## config.mk

```make
export PLATFORM = sky130hd
export DESIGN_NAME = notes_state_loader
export DESIGN_NICKNAME = d
export VERILOG_FILES = /design/src/rtl/notes_pkg.sv /design/src/rtl/position_counter.sv /design/src/rtl/notes_state_loader.sv
export SDC_FILE = /design/constraint.sdc
export NUM_CORES = 2
export LEC_CHECK = 0
export ABC_AREA = 1
export BUFFER_PORTS_ARGS = -buffer_cell sky130_fd_sc_hd__clkbuf_2
export CAP_MARGIN = 30
export CORE_AREA = 2 2 590 592
export DETAILED_ROUTE_END_ITERATION = 16
export DIE_AREA = 0 0 592 594
export PLACE_DENSITY_LB_ADDON = 0.25
export SYNTH_ARGS = -nofsm -noshare
export SYNTH_HDL_FRONTEND = slang
export SYNTH_SLANG_ARGS = --single-unit
```

## constraint.sdc

```tcl
create_clock -name clk -period 5.55 [get_ports clk]
set_input_delay 1.3875 -clock clk [delete_from_list [all_inputs] [get_ports clk]]
set_output_delay 1.3875 -clock clk [all_outputs]
set_load 0.02 [all_outputs]
```

## src/rtl/notes_pkg.sv

```systemverilog
// Shared note-slot definitions for the notes state loader and its consumers.
package notes_pkg;

  localparam int unsigned DEF_DISPLAYED_BEATS    = 9;
  localparam int unsigned DEF_SIMULTANEOUS_NOTES = 4;
  localparam int unsigned DEF_BEAT_BITS          = 7;
  localparam int unsigned DEF_NOTE_BITS          = 6;
  localparam int unsigned DEF_ROM_ADDR_BITS      = 10;

  localparam int unsigned NOTE_STATE_BITS  = DEF_NOTE_BITS + 2 * DEF_BEAT_BITS;
  localparam int unsigned NOTES_STATE_SIZE = 2 * DEF_DISPLAYED_BEATS * DEF_SIMULTANEOUS_NOTES;

  // Slot layout, MSB first: {note, start_beat, duration}
  typedef struct packed {
    logic [DEF_NOTE_BITS-1:0] note;
    logic [DEF_BEAT_BITS-1:0] start_beat;
    logic [DEF_BEAT_BITS-1:0] duration;
  } note_state_t;

  // Duration 0 means the slot never plays, so all-zero marks an empty slot
  localparam note_state_t EMPTY_SLOT = '0;

  typedef enum logic [2:0] {
    IDLE  = 3'd0,
    CLEAR = 3'd1,
    EVICT = 3'd2,
    FETCH = 3'd3,
    WAIT  = 3'd4,
    PLACE = 3'd5
  } load_state_e;

endpackage

```

## src/rtl/position_counter.sv

```systemverilog
// Wrapping slot index counter shared by the CLEAR, EVICT and PLACE scans.
module position_counter #(
  parameter int unsigned COUNT    = 72,
  parameter int unsigned POS_BITS = $clog2(COUNT)
) (
  input  logic                clk,
  input  logic                rst_n,
  input  logic                clr_i,
  input  logic                en_i,
  output logic [POS_BITS-1:0] pos_o,
  output logic                last_c_o
);

  logic [POS_BITS-1:0] pos_q, pos_d;

  assign last_c_o = (pos_q == POS_BITS'(COUNT - 1));
  assign pos_o    = pos_q;

  always_comb begin
    pos_d = pos_q;
    if (clr_i) begin
      pos_d = '0;
    end else if (en_i) begin
      pos_d = last_c_o ? '0 : pos_q + POS_BITS'(1);
    end
  end

  always_ff @(posedge clk or negedge rst_n) begin
    if (!rst_n) pos_q <= '0;
    else        pos_q <= pos_d;
  end

endmodule

```

## src/rtl/notes_state_loader.sv

```systemverilog
// Streams song ROM entries into a fixed array of note slots, keeping the lookahead window filled.
module notes_state_loader
  import notes_pkg::*;
#(
  parameter int unsigned DISPLAYED_BEATS    = DEF_DISPLAYED_BEATS,
  parameter int unsigned SIMULTANEOUS_NOTES = DEF_SIMULTANEOUS_NOTES,
  parameter int unsigned BEAT_BITS          = DEF_BEAT_BITS,
  parameter int unsigned NOTE_BITS          = DEF_NOTE_BITS,
  parameter int unsigned ROM_ADDR_BITS      = DEF_ROM_ADDR_BITS
) (
  input  logic                                 clk,
  input  logic                                 rst_n,
  input  logic                                 song_start,
  input  logic [ROM_ADDR_BITS-1:0]             song_len,
  input  logic [BEAT_BITS-1:0]                 cur_beat,
  input  logic                                 new_beat,
  output logic [ROM_ADDR_BITS-1:0]             rom_addr,
  input  logic [NOTE_BITS+2*BEAT_BITS-1:0]     rom_data,
  output logic [2*DISPLAYED_BEATS*SIMULTANEOUS_NOTES-1:0][NOTE_BITS+2*BEAT_BITS-1:0] notes,
  output logic                                 busy,
  output logic                                 song_end,
  output logic                                 overflow
);

  localparam int unsigned SLOT_BITS = NOTE_BITS + 2 * BEAT_BITS;
  localparam int unsigned NUM_SLOTS = 2 * DISPLAYED_BEATS * SIMULTANEOUS_NOTES;
  localparam int unsigned IDX_BITS  = $clog2(NUM_SLOTS);
  localparam int unsigned EXT_BITS  = BEAT_BITS + 1;

  load_state_e                                  state_q, state_d;
  logic [ROM_ADDR_BITS-1:0]                     rom_ptr_q, rom_ptr_d;
  logic [ROM_ADDR_BITS-1:0]                     len_q, len_d;
  logic                                         pending_q, pending_d;
  logic                                         song_end_q, song_end_d;
  logic                                         overflow_q, overflow_d;
  logic [SLOT_BITS-1:0]                         entry_q, entry_d;
  logic [NUM_SLOTS-1:0][SLOT_BITS-1:0]          notes_q;

  logic                 wr_en_c;
  logic [SLOT_BITS-1:0] wr_data_c;
  logic                 cnt_clr_c, cnt_en_c;
  logic [IDX_BITS-1:0]  pos;
  logic                 pos_last_c;
  logic [SLOT_BITS-1:0] cur_slot_c;
  logic [EXT_BITS-1:0]  slot_end_c, window_end_c;
  logic                 expired_c, beyond_c, zero_dur_c, slot_empty_c;

  position_counter #(
    .COUNT    (NUM_SLOTS),
    .POS_BITS (IDX_BITS)
  ) u_pos (
    .clk      (clk),
    .rst_n    (rst_n),
    .clr_i    (cnt_clr_c),
    .en_i     (cnt_en_c),
    .pos_o    (pos),
    .last_c_o (pos_last_c)
  );

  // Slot and ROM-entry field decode; sums widened one bit so they cannot wrap
  assign cur_slot_c   = notes_q[pos];
  assign slot_end_c   = {1'b0, cur_slot_c[2*BEAT_BITS-1:BEAT_BITS]} + {1'b0, cur_slot_c[BEAT_BITS-1:0]};
  assign expired_c    = (slot_end_c <= {1'b0, cur_beat});
  assign window_end_c = {1'b0, cur_beat} + EXT_BITS'(DISPLAYED_BEATS);
  assign beyond_c     = ({1'b0, rom_data[2*BEAT_BITS-1:BEAT_BITS]} >= window_end_c);
  assign zero_dur_c   = (rom_data[BEAT_BITS-1:0] == '0);
  assign slot_empty_c = (cur_slot_c == SLOT_BITS'(EMPTY_SLOT));

  always_comb begin
    state_d    = state_q;
    rom_ptr_d  = rom_ptr_q;
    len_d      = len_q;
    pending_d  = pending_q;
    song_end_d = song_end_q;
    overflow_d = overflow_q;
    entry_d    = entry_q;
    wr_en_c    = 1'b0;
    wr_data_c  = '0;

    if (new_beat && (state_q != IDLE)) pending_d = 1'b1;

    case (state_q)
      IDLE: begin
        if (new_beat || pending_q) begin
          state_d   = EVICT;
          pending_d = 1'b0;
        end
      end
      CLEAR: begin
        wr_en_c = 1'b1;
        if (pos_last_c) state_d = FETCH;
      end
      EVICT: begin
        wr_en_c = expired_c;
        if (pos_last_c) state_d = FETCH;
      end
      FETCH: begin
        if (rom_ptr_q < len_q) begin
          state_d = WAIT;
        end else begin
          song_end_d = 1'b1;
          state_d    = IDLE;
        end
      end
      WAIT: begin
        entry_d = rom_data;
        if (beyond_c) begin
          state_d = IDLE;
        end else if (zero_dur_c) begin
          rom_ptr_d = rom_ptr_q + ROM_ADDR_BITS'(1);
          state_d   = FETCH;
        end else begin
          state_d = PLACE;
        end
      end
      PLACE: begin
        if (slot_empty_c) begin
          wr_en_c   = 1'b1;
          wr_data_c = entry_q;
          rom_ptr_d = rom_ptr_q + ROM_ADDR_BITS'(1);
          state_d   = FETCH;
        end else if (pos_last_c) begin
          overflow_d = 1'b1;
          rom_ptr_d  = rom_ptr_q + ROM_ADDR_BITS'(1);
          state_d    = IDLE;
        end
      end
      default: state_d = IDLE;
    endcase

    // A new song overrides whatever is in flight, including a pending slot write
    if (song_start) begin
      state_d    = CLEAR;
      rom_ptr_d  = '0;
      len_d      = song_len;
      song_end_d = 1'b0;
      overflow_d = 1'b0;
      pending_d  = 1'b0;
      wr_en_c    = 1'b0;
    end

    cnt_clr_c = song_start || (state_d != state_q);
    cnt_en_c  = (state_q == CLEAR) || (state_q == EVICT) || (state_q == PLACE);
  end

  always_ff @(posedge clk or negedge rst_n) begin
    if (!rst_n) begin
      state_q    <= IDLE;
      rom_ptr_q  <= '0;
      len_q      <= '0;
      pending_q  <= 1'b0;
      song_end_q <= 1'b0;
      overflow_q <= 1'b0;
      entry_q    <= '0;
      notes_q    <= '0;
    end else begin
      state_q    <= state_d;
      rom_ptr_q  <= rom_ptr_d;
      len_q      <= len_d;
      pending_q  <= pending_d;
      song_end_q <= song_end_d;
      overflow_q <= overflow_d;
      entry_q    <= entry_d;
      if (wr_en_c) notes_q[pos] <= wr_data_c;
    end
  end

  assign rom_addr = rom_ptr_q;
  assign notes    = notes_q;
  assign song_end = song_end_q;
  assign overflow = overflow_q;
  assign busy     = (state_q != IDLE);

endmodule

```

==> metrics.md <==
| Metric | Value |
|---|---|
| Worst reg2reg path depth | `35` |
| Multi-input logic area | `0.0295 mm²` |
| Clk sinks | `1493` |
| Fmax | `0.177 GHz` |
| Initial Utilization | `20.0%` |
| Critical path depth | `35` |
| Yosys warnings | `0` |
| Post-Route WL | `490000 µm` |
| Clock root cell | `clkbuf_16` |
| Total Nets Final | `10800` |
| Start point of the critical path | `u_pos.pos_o[0]` |
| Final setup fails | `57` |
| Mean Syn Cell Area | `7.70 µm²` |
| Sw Pwr | `10.1 mW` |
| CP arrival | `6.38 ns` |
| Routed vias | `72200` |
| Final Hold Viols | `0` |
| Layout cells sized above 1 | `26.0%` |
| Register area | `0.0374 mm²` |
| Layout Utilization | `28.3%` |
| Sw frac | `32.8%` |
| Sequential fraction of the synthesis area | `54.0%` |
| Worst endpoint required time | `6.29 ns` |
| Clock Latency Late Sink | `0.90 ns` |
| Clock network fraction of design power | `40.7%` |
| MaxCap Viol Count | `0` |
| Post-route DRC | `0` |
| Internal power | `20.8 mW` |
| Synth Cell Area | `0.0692 mm²` |
| Pwr/cell area | `316 mW/mm²` |
| Max-slew headroom | `34.6%` |
| Crit path top cell by count | `buf_12` |
| Post-synth EDFFs | `0` |
| Area of the core | `0.345 mm²` |
| Failing checks | `setup timing` |
| Worst vdd ir | `227 µV` |
| Hold Crit Class | `reg -> reg` |
| All-Layer GR Usage | `26.7%` |
| Worst-Margin Slew | `0.981 ns` |
| Row count | `216` |
| Die footprint | `0.352 mm²` |
| Final Wtd Congestion | `0.967` |
| Setup ws final | `-0.0895 ns` |
| Synth Flop Type | `dfrtp_1` |
| DR iter-0 viols | `7276` |
| Largest net degree at the start of global routing | `123` |
| Pre-CTS WS | `-0.839 ns` |
| Pins Over Slew Limit | `0` |
| Crit Reg-Reg Endpoint | `notes[567]` |
| Kind of critical path | `reg -> reg` |
| Unrepaired setup endpoints after global routing | `yes` |
| Worst setup EP type | `flip-flop` |
| Vias/cell | `4.66` |
| FILL cells | `37700` |
| Drt pass-1 iters | `6` |
| Lkg Pwr | `47.7 nW` |
| Gate power share | `23.1%` |
| Post-synth cell types | `45` |
| Routed wire per std cell | `31.6 µm` |
| Final Cycle Share | `102%` |
| RR Startpoint | `u_pos.pos_o[0]` |
| First-pass GRT wire length | `642000 µm` |
| Critical path fanouts, max | `27` |
| CTS Buf Count | `189` |
| H-tree depth | `4` |
| Worst path max stage delay | `0.56 ns` |
| Clk slew on worst S/H paths | `0.06 ns` |
| Initial antenna violation count | `31` |
| Number of global-route vias before repair | `67600` |
| Slowest cell on crit path | `dfrtp_4` |
| I/O Buffers | `1493` |
| CTS tree | `built` |
| Placed cells | `15000` |
| CP bufs+invs | `14` |
| Crit start category | `flip-flop` |
| Die X | `592 µm` |
| Synth Register Bits | `1493` |
| Antenna viol nets, final | `0` |
| Syn nets | `9060` |
| Reg power frac | `36.2%` |
| Reg2reg setup slack | `-0.09 ns` |
| Cells after synthesis | `8985` |
| CP Capture Point | `notes[567]` |
| Async set-reset flop share out of synthesis | `100%` |
| Post-DP HPWL | `375000 µm` |
| Delay-heaviest family, CP | `buffers and inverters` |
| Die H | `594 µm` |
| Final std cells w/o fill | `15500` |
| Final Skew | `0.0417 ns` |
| Grt total ovfl | `0` |
| Synthesis-to-finish area growth | `41.1%` |
| Tmin final | `5.64 ns` |
| Status | `finished, violations left` |
| Io pins | `1494` |
| Fin Hold WS | `0.470 ns` |
| Maximum clock path buffer count | `4` |
==> layout by cell type, fill, tap and decap left out, drive strengths merged, types with 33 or more instances in the layout <==
cell / n
nor2: 351
nand3: 81
buf: 795
a21oi: 159
o21ai: 1676
o211ai: 42
clkbuf: 1782
clkinv: 40
inv: 141
dfrtp: 1493
nand2: 4129
nand4: 84
ha: 33
==> logic make-up after synthesis <==
group | Yosys count | synth area share [%]
and+or+nand+nor | 4681 | 26.0
AOI/OAI and AO/OA | 1911 | 14.1
DFF | 1493 | 54.0
buffers and inverters | 849 | 5.01
adders and majority gates | 34 | 0.626
xor gates and xnor gates | 17 | 0.215
==> routing by layer <==
layer	vias to the layer above	track usage, %	wire length [µm]
met5	-	0	50
met4	8	12.5	28000
met3	678	5.90	38100
met2	3214	43.7	228000
met1	35700	33.2	196000
li1	32700	-	-
==> worst min path at each step <==
stage | startpoint | slack [ns] | cells past startpoint | to
4_1_cts | len_q[0] | 0.47 | 2 | len_q[0]
3_5_place_dp | len_q[0] | 0.46 | 2 | len_q[0]
3_3_place_gp | len_q[0] | 0.46 | 2 | len_q[0]
2_1_floorplan | len_q[0] | 0.44 | 2 | len_q[0]
6_report | len_q[0] | 0.47 | 2 | len_q[0]
5_1_grt | rst_n | 0.49 | 1 | notes[109]
==> power by group through the flow <==
| stage | Sequential (mW) | Combinational [mW] | Clock (mW) |
|---|---|---|---|
| final | 11.2 | 7.14 | 12.6 |
| after global placement | 11.4 | 6.05 | 0 |
| after global routing | 11.2 | 7.51 | 13.1 |
| after CTS | 11.2 | 7.11 | 12.8 |
| after detailed placement | 11.4 | 6.04 | 0 |
| after floorplan | 11.4 | 2.22 | 0 |
==> area by class of cell <==
cell class                 instances  area share, %
sequential                      1493           38.3
multi-input combinational       6643           30.2
timing repair buffer            2313           18.7
tap                             4578           5.87
clock buffer                     278           5.65
clock inverter                    60          0.609
inverter                         133          0.560
antenna                           18         0.0462
==> tightest hold or removal path, cell delays in order (launching register included) <==
cell     delay (ns)
dfrtp_1        0.34
nand2_1        0.05
nand2_1        0.04
==> timing repair <==
| action | in CTS | in global routing |
|---|---|---|
| setup buffers | 93 | 11 |
| gates resized for setup | 260 | 53 |
| endpoints found under the setup margin | 1440 | 1438 |
| cloned | 25 | 15 |
| hold buffers | 0 | 0 |
| pin swaps | 49 | 20 |
==> synthesized netlist by cell type, types with 2 or more instances <==
master / count / area, µm²
or2_2: 20 / 125
a21oi_1: 159 / 796
nor2_2: 5 / 31.3
buf_1: 44 / 165
o22ai_1: 3 / 18.8
nor3_1: 10 / 50.1
buf_2: 159 / 796
a22oi_1: 14 / 105
o21a_1: 3 / 22.5
clkbuf_1: 497 / 1870
xor2_1: 12 / 105
inv_2: 9 / 33.8
nor2_1: 346 / 1300
nand2_1: 4128 / 15500
o2111ai_1: 3 / 26.3
inv_1: 123 / 462
nor4_1: 3 / 18.8
buf_6: 6 / 67.6
nand3_1: 79 / 395
nand4_1: 84 / 526
o21bai_1: 2 / 15.0
o211ai_1: 42 / 315
dfrtp_1: 1493 / 37400
o21ai_1: 1546 / 7740
o21ai_0: 130 / 651
xnor2_1: 5 / 43.8
buf_4: 9 / 67.6
a21boi_0: 2 / 15.0
ha_1: 33 / 413
==> registers in the layout (all words and copies together), names as in the netlist <==
register	count
rom_addr	10
overflow	1
entry_q	20
len_q	10
state_q	3
song_end	1
pending_q	1
u_pos.pos_o	7
notes	1440
==> through the flow <==
step	setup TNS, ns	total power, mW	area, µm²
final	-2.23	30.9	97600
after global routing	-166.64	31.8	97500
after CTS	-2.76	31.0	96900
after detailed placement	-1001.50	17.4	88200
after global placement	-1557.10	17.4	88200
after floorplan	0	13.6	69200
No activity file was read; power rests on OpenSTA's default activity.
